===== src/rtl/lcd_cmd_sched.sv =====
// lcd_cmd_sched: round-robin arbiter for two command requesters, a small
// command FIFO, and an issue FSM that talks to the LCD image controller
// over cmd/cmd_valid/busy. A write command (0) closes intake, and the
// scheduler locks once the controller reports done.
module lcd_cmd_sched #(
   parameter int DEPTH = 8,
   parameter int CNT_W = 4
) (
   input  logic             clk,
   input  logic             reset,
   input  logic             a_valid,
   input  logic [3:0]       a_cmd,
   output logic             a_ready,
   input  logic             b_valid,
   input  logic [3:0]       b_cmd,
   output logic             b_ready,
   input  logic             busy,
   input  logic             done,
   output logic [3:0]       cmd,
   output logic             cmd_valid,
   output logic [CNT_W-1:0] fifo_count,
   output logic             err_invalid,
   output logic             sched_done
);

   localparam int               AW       = (DEPTH > 1) ? $clog2(DEPTH) : 1;
   localparam logic [CNT_W-1:0] FULL_CNT = CNT_W'(DEPTH);

   typedef enum logic [2:0] {
      S_IDLE,
      S_ISSUE,
      S_WAIT_ACK,
      S_WAIT_FREE,
      S_FLUSH,
      S_END
   } state_t;

   state_t           state, state_nxt;
   logic [3:0]       mem [DEPTH];
   logic [AW-1:0]    wr_ptr, rd_ptr;
   logic [CNT_W-1:0] count;
   logic             prio_b;
   logic             closed;
   logic             ack_cnt;
   logic             full, eligible, grant_b, accept, push, drop, pop;
   logic [3:0]       acc_cmd, head;

   // Full is judged on the registered count, so a same-cycle pop never
   // frees a slot early.
   assign full       = (count == FULL_CNT);
   assign eligible   = !full && !closed;
   assign grant_b    = b_valid && (!a_valid || prio_b);
   assign a_ready    = eligible && a_valid && !grant_b;
   assign b_ready    = eligible && grant_b;
   assign accept     = a_ready || b_ready;
   assign acc_cmd    = grant_b ? b_cmd : a_cmd;
   assign push       = accept && (acc_cmd < 4'd12);
   assign drop       = accept && (acc_cmd >= 4'd12);
   assign head       = mem[rd_ptr];
   assign fifo_count = count;

   // Command storage; contents are don't-care until written.
   always_ff @(posedge clk) begin
      if (push) mem[wr_ptr] <= acc_cmd;
   end

   // FIFO pointers and occupancy.
   always_ff @(posedge clk) begin
      if (reset) begin
         wr_ptr <= '0;
         rd_ptr <= '0;
         count  <= '0;
      end else begin
         if (push) wr_ptr <= wr_ptr + AW'(1);
         if (pop)  rd_ptr <= rd_ptr + AW'(1);
         if (push && !pop)      count <= count + CNT_W'(1);
         else if (pop && !push) count <= count - CNT_W'(1);
      end
   end

   // Priority pointer toggles on every accept; intake closes after a write command.
   always_ff @(posedge clk) begin
      if (reset) begin
         prio_b      <= 1'b0;
         closed      <= 1'b0;
         err_invalid <= 1'b0;
      end else begin
         if (accept) prio_b <= !prio_b;
         if (accept && acc_cmd == 4'd0) closed <= 1'b1;
         err_invalid <= drop;
      end
   end

   // Issue FSM state, held command, ack timeout and sticky completion flag.
   always_ff @(posedge clk) begin
      if (reset) begin
         state      <= S_IDLE;
         cmd        <= 4'd0;
         ack_cnt    <= 1'b0;
         sched_done <= 1'b0;
      end else begin
         state   <= state_nxt;
         ack_cnt <= (state == S_WAIT_ACK);
         if (state == S_IDLE && state_nxt == S_ISSUE) cmd <= head;
         if (state == S_FLUSH && done) sched_done <= 1'b1;
      end
   end

   // Next-state and strobe decode; ISSUE is the only single-cycle state.
   always_comb begin
      state_nxt = state;
      cmd_valid = 1'b0;
      pop       = 1'b0;
      case (state)
         S_IDLE: begin
            if (count != '0 && !busy) state_nxt = S_ISSUE;
         end
         S_ISSUE: begin
            cmd_valid = 1'b1;
            pop       = 1'b1;
            state_nxt = (cmd == 4'd0) ? S_FLUSH : S_WAIT_ACK;
         end
         S_WAIT_ACK: begin
            if (busy)         state_nxt = S_WAIT_FREE;
            else if (ack_cnt) state_nxt = S_IDLE;
         end
         S_WAIT_FREE: begin
            if (!busy) state_nxt = S_IDLE;
         end
         S_FLUSH: begin
            if (done) state_nxt = S_END;
         end
         S_END: begin
            state_nxt = S_END;
         end
         default: begin
            state_nxt = S_IDLE;
         end
      endcase
   end

endmodule


===== config.mk =====
export PLATFORM = sky130hd
export DESIGN_NAME = lcd_cmd_sched
export DESIGN_NICKNAME = d
export VERILOG_FILES = /design/src/rtl/lcd_cmd_sched.sv
export SDC_FILE = /design/constraint.sdc
export NUM_CORES = 1
export LEC_CHECK = 0
export ABC_AREA = 1
export BUFFER_PORTS_ARGS = -buffer_cell sky130_fd_sc_hd__buf_4
export CORE_ASPECT_RATIO = 1.2
export CORE_MARGIN = 3
export CORE_UTILIZATION = 57
export CTS_CLUSTER_SIZE = 8
export DETAILED_ROUTE_END_ITERATION = 10
export PLACE_DENSITY = 0.78
export SYNTH_ARGS = -nofsm -noshare
export SYNTH_HDL_FRONTEND = slang
export SYNTH_SLANG_ARGS = --single-unit
export TNS_END_PERCENT = 5

===== constraint.sdc =====
create_clock -name clk -period 2.9 [get_ports clk]
set_clock_uncertainty 0.05 [all_clocks]
set_input_delay 0.725 -clock clk [delete_from_list [all_inputs] [get_ports clk]]
set_output_delay 0.725 -clock clk [all_outputs]
set_load 0.005 [all_outputs]

# Word level (Yosys, flattened, before mapping)

Memories as Yosys holds them, arrays and structs flattened. A register that Yosys moved wholly into a read port is not among the register bits.
Index checks and enable logic that the tools add are counted.

Flip-flop bits (word level): 18
Latch bits: 0
RAM bits: 32
Memory bits (read-only): 0
Bits of input ports: 14
Output and inout port bits: 13
Word-level logic and storage cells: 64
Memories kept: 1

$add $sub $neg: 4
Multipliers: 0
Div/mod/pow operators: 0
Order comparisons: 2
Eq/ne operators: 7
Shift-type cells: 0
Multiplexer cells: 13
Bitwise gates (word level): 0
Reductions and logical operators: 28

Memories:

| name | words | bits a word | rd ports | clocked after Yosys merged registers in | write ports | RTL line | source |
|---|---|---|---|---|---|---|---|
| mem  | 8     | 4           | 1        | 1                                       | 1           | 39       | `logic [3:0] mem [DEPTH];` |

Operators by type and width:

| cell                  | number |
|---|---|
| $mux W3               | 6 |
| $pmux W3 S6           | 1 |
| $logic_and A1 B1 Y1   | 13 |
| $mux W4               | 3 |
| $logic_not A1 Y1      | 8 |
| $logic_not A4 Y1      | 2 |
| $add A3 B1 Y3 const B | 2 |
| $eq A3 B1 Y1 const B  | 2 |
| $eq A3 B2 Y1 const B  | 2 |
| $eq A3 B3 Y1 const B  | 2 |
| $add A4 B1 Y4 const B | 1 |
| $eq A4 B4 Y1 const B  | 1 |
| $ge A4 B4 Y1 const B  | 1 |
| $lt A4 B4 Y1 const B  | 1 |
| $reduce_bool A4 Y1    | 1 |
| $sub A4 B1 Y4 const B | 1 |
| $logic_not A3 Y1      | 1 |
| $mux W1               | 3 |
| $logic_or A1 B1 Y1    | 2 |
| $reduce_bool A2 Y1    | 1 |

# Longest topological paths before layout

Depth in word-level cells: 11
Mapped depth: 16
Gate-level depth less buffers: 16

# Least setup slack after synthesis

Ideal clock, no wire load.

Path type: input -> register
From: input a_valid
To: register count[3] (netlist: fifo_count[3])
Library setup time: 0.132 ns
Arrival time: 2.267 ns
Data required time: 2.718 ns
Setup slack: 0.450 ns
Stages on the path: 15
Path buffers: 0
Cell sequence: nand2_4 -> nand2_4 -> nand2_1 -> nand2_4 -> nand2_4 -> nand2_4 -> inv_2 -> ha_1 -> inv_1 -> ha_1 -> a21oi_1 -> nand2_1 -> xor2_1 -> nand2_1 -> a21oi_1

Elaborated cells between the ends (all ways): 16
Those cells by class: 1 x order compare; 2 x mux; 13 x reduce/logical

RTL lines:

| element                             | RTL line | source |
|---|---|---|
| from (decl)                         | 11       | `input logic a_valid,` |
| $logic_not A1 Y1 (*)                | 52       | `assign grant_b = b_valid && (!a_valid \|\| prio_b);` |
| $logic_or A1 B1 Y1 (*)              | 52       |  |
| $logic_and A1 B1 Y1 (*)             | 52       |  |
| $mux W4 (*)                         | 56       | `assign acc_cmd = grant_b ? b_cmd : a_cmd;` |
| via acc_cmd[2]                      | 46       | `logic [3:0] acc_cmd, head;` |
| $lt A4 B4 Y1 (*)                    | 57       | `assign push = accept && (acc_cmd < 4'd12);` |
| $logic_and A1 B1 Y1 (*)             | 57       |  |
| via push                            | 45       | `logic full, eligible, grant_b, accept, push, drop, pop;` |
| $logic_not A1 Y1                    | 77       | `else if (pop && !push) count <= count - CNT_W'(1);` |
| $logic_and A1 B1 Y1                 | 77       |  |
| $reduce_bool A2 Y1 (no source line) | -        |  |
| to (signal assigned)                | 76       | `if (push && !pop) count <= count + CNT_W'(1);` |
| to (signal assigned)                | 77       |  |
| to (decl)                           | 41       | `logic [CNT_W-1:0] count;` |

Mark *: on every way through the listed nets, which the timed path passes. The rest lies on a longest branch.
A chain may end at the register's enable or synchronous reset.

# Final worst setup path

From: register count[0] (netlist: fifo_count[0])
To: register count[3] (netlist: fifo_count[3])

Cells in the longest elaborated chain, start to end: 10
Elaborated cells between the ends (all ways): 16
Those cells by class: 2 x add/sub; 1 x eq/ne; 2 x mux; 11 x reduce/logical

RTL lines:

| element                             | RTL line | source |
|---|---|---|
| $eq A4 B4 Y1 (*)                    | 50       | `assign full = (count == FULL_CNT);` |
| $logic_not A1 Y1 (*)                | 51       | `assign eligible = !full && !closed;` |
| $logic_and A1 B1 Y1 (*)             | 51       |  |
| $logic_and A1 B1 Y1 (2 in a row)    | 53       | `assign a_ready = eligible && a_valid && !grant_b;` |
| $logic_or A1 B1 Y1 (*)              | 55       | `assign accept = a_ready \|\| b_ready;` |
| $logic_and A1 B1 Y1 (*)             | 57       |  |
| via push                            | 45       |  |
| $logic_not A1 Y1                    | 77       |  |
| $logic_and A1 B1 Y1                 | 77       |  |
| $reduce_bool A2 Y1 (no source line) | -        |  |

Mark *: on every way through the listed nets, which the timed path passes. The rest lies on a longest branch. The select of a mux whose other input is x is not followed.

==> results.ini <==
[sta]
period_share_pct = 84.8
period_needed_ns = 2.46
drv_slew = 0
tightestPinTransition_ns = 0.604
finalSetupViolCount = 0
max_slew_margin_pct = 59.7
fin_tns_setup_ns = 0
hold_viol_final = 0
grt_setup_unrepaired = false
max_freq_mhz = 407

[synth]
syn_nets = 281
synth_cells = 261
yosys_warnings = 0
synth_ff_type = edfxtp_1
synth-seq-cells = 54
seq_area_frac_synth_pct = 57.6
postSynth.asyncResetShare_pct = 0
synth-edff-count = 32
avgSynthCellArea_um2 = 9.33
synth.distinct_cells = 26
synth_area_um2 = 2430

[setup_path]
path_max_fanout = 8
reg2reg_to = fifo_count[3]
reg2regPathDepth = 14
worstPathRequired_ns = 3.10
cp-end-kind = flop
crit_start = fifo_count[0]
endpoint = fifo_count[3]
r2r_slack_ns = 0.44
critPathKind = reg -> reg
critPathArrivalTime_ns = 2.66
startpoint_type = flop
r2r_start = fifo_count[0]

[routing]
ant_nets = 0
drc = 0
initialDrtViolationCount = 112
routed_wl_um = 4620
vias_per_cell = 5.43
via_count = 1885
dr.pass1.iters = 4
avgRoutedWirePerCell_um = 13.3

[finish]
area_delta_synth_final_pct = 14.9
antennaDiodeCount = 0
filler_cell_count = 305
nNetsFinal = 312
final_area_um2 = 2800
final_util_pct = 69.3
drive_gt1_share_pct = 16.4

[hold_path]
hold_depth = 1
hold_path.class = reg -> reg

[placement]
io_buffers = 26
place.gp.congestion = 0.797
post-dp-hpwl_um = 3510
place_area_um2 = 2700

[clock_tree]
cts_buffers = 5
cts-htree-levels = 2
clkTransAtPathRegs_ns = 0.10
clockBufferDepth = 2
cts_tree = done
cts_resized = 0
clock_sink_count = 54
clock_latency_ns = 0.31
ctsHoldBuffers = 0
cts_setup_buffers = 0
clock-root-buffer = clkbuf_8

[flow_run]
drv_cap = 0

[die]
coreArea_um2 = 4040
initial_core_util_pct = 60.3
die_y_um = 77.6
rows = 25
die-area_um2 = 5100
die_width_um = 65.7
io_pins = 27

[grt]
grt_usage_pct = 21.0
grt_pass1_wl_um = 8220
grt_max_degree = 20
grt_pass1_vias = 1838
antenna_found_initial = 0
gr-total-overflow = 0

[power]
peakVddDrop_v = 0.000358
p_total_mw = 2.37
p_leak_nw = 1.19
p_per_area_nw_per_um2 = 846

[outcome]
status = complete, no violations

## power breakdown
part	switching, mW	leakage, nW	total (mW)	internal (mW)
Sequential	0.139	0.472	1.09	0.952
Clock	0.261	0.0506	0.441	0.181
Combinational	0.486	0.670	0.835	0.349
Total	0.886	1.19	2.37	1.48
## registers in the layout (all words and copies together) (netlist names)
register,cells
ack_cnt,1
prio_b,1
fifo_count,4
err_invalid,1
rd_ptr,3
mem,32
state,3
cmd,4
wr_ptr,3
sched_done,1
closed,1
## cells in the final DEF, fill, tap and decap left out, types with 2 or more instances in the layout
cell,synthesis,layout
xor2_1,4,4
edfxtp_1,32,32
inv_2,3,3
o21ai_0,8,8
nand2_4,6,6
nand2_1,57,57
buf_4,0,30
dfxtp_1,22,22
nor3_1,4,4
clkbuf_8,0,5
a21oi_1,10,10
nor2_1,31,31
ha_1,5,5
nand3_1,38,38
nand4_1,2,2
nor4_1,2,2
inv_1,21,21
nor3b_1,2,2
## final cells by class
| cell class | count | area [µm²] | area share (%) |
|---|---|---|---|
| sequential | 54 | 1400 | 50.1 |
| multi-input combinational | 176 | 912 | 32.6 |
| timing repair buffer | 30 | 225 | 8.05 |
| inverter | 25 | 93.8 | 3.35 |
| clock buffer | 5 | 68.8 | 2.46 |
| tap | 54 | 67.6 | 2.42 |
| clock inverter | 3 | 28.8 | 1.03 |
## stage by stage
stage	hold WS (ns)	worst slack [ns]	cells
finish	0.384	0.441	347
global route	0.409	0.126	347
CTS	0.389	0.459	347
detailed placement	0.375	0.168	339
global placement	0.371	0.242	339
floorplan	0.350	0.450	261
## worst min-delay path by stage
stage                     startpoint      end  slack (ns)
final                       state[2]  ack_cnt        0.38
after global routing        state[2]  ack_cnt        0.41
after CTS                   state[2]  ack_cnt        0.39
after detailed placement    state[2]  ack_cnt        0.37
after global placement      state[2]  ack_cnt        0.37
after floorplan             state[2]  ack_cnt        0.35
## Yosys cell counts (all sizes together), types with 4 or more instances
cell / n / area (µm²)
a21oi: 11 / 66.3
nor2: 31 / 116
o21ai: 8 / 40.0
nand3: 38 / 190
xor2: 4 / 35.0
nor3: 4 / 20.0
ha: 5 / 62.6
dfxtp: 22 / 440
inv: 24 / 90.1
edfxtp: 32 / 961
nand2: 63 / 282
buf: 4 / 20.0
## per-layer routing
metal	track usage, %	up-vias	wire length (µm)
li1	-	942	-
met1	26.5	874	1920
met2	34.5	56	2320
met3	4.05	13	247
met4	9.13	0	132
met5	0	-	0
## critical path: stages (launching register included)
cell and delay (ns):
dfxtp_1 0.46, nor2_1 0.10, nand2_1 0.11, nand2_1 0.13
a21oi_4 0.24, nand2_4 0.10, inv_2 0.08, ha_1 0.18
inv_1 0.09, ha_1 0.33, a21oi_1 0.15, nand2_1 0.07
xor2_1 0.13, nand2_1 0.06, a21oi_1 0.11
## kinds of logic after synthesis
logic type	synth area share [%]
AND/OR/NAND/NOR	26.9
flip-flops	57.6
buffers and inverters	4.98
AO/OA/AOI/OAI	5.34
adder cells (fa/ha/maj)	3.39
XOR/XNOR	1.80
Power figures use the tool's default switching activity.
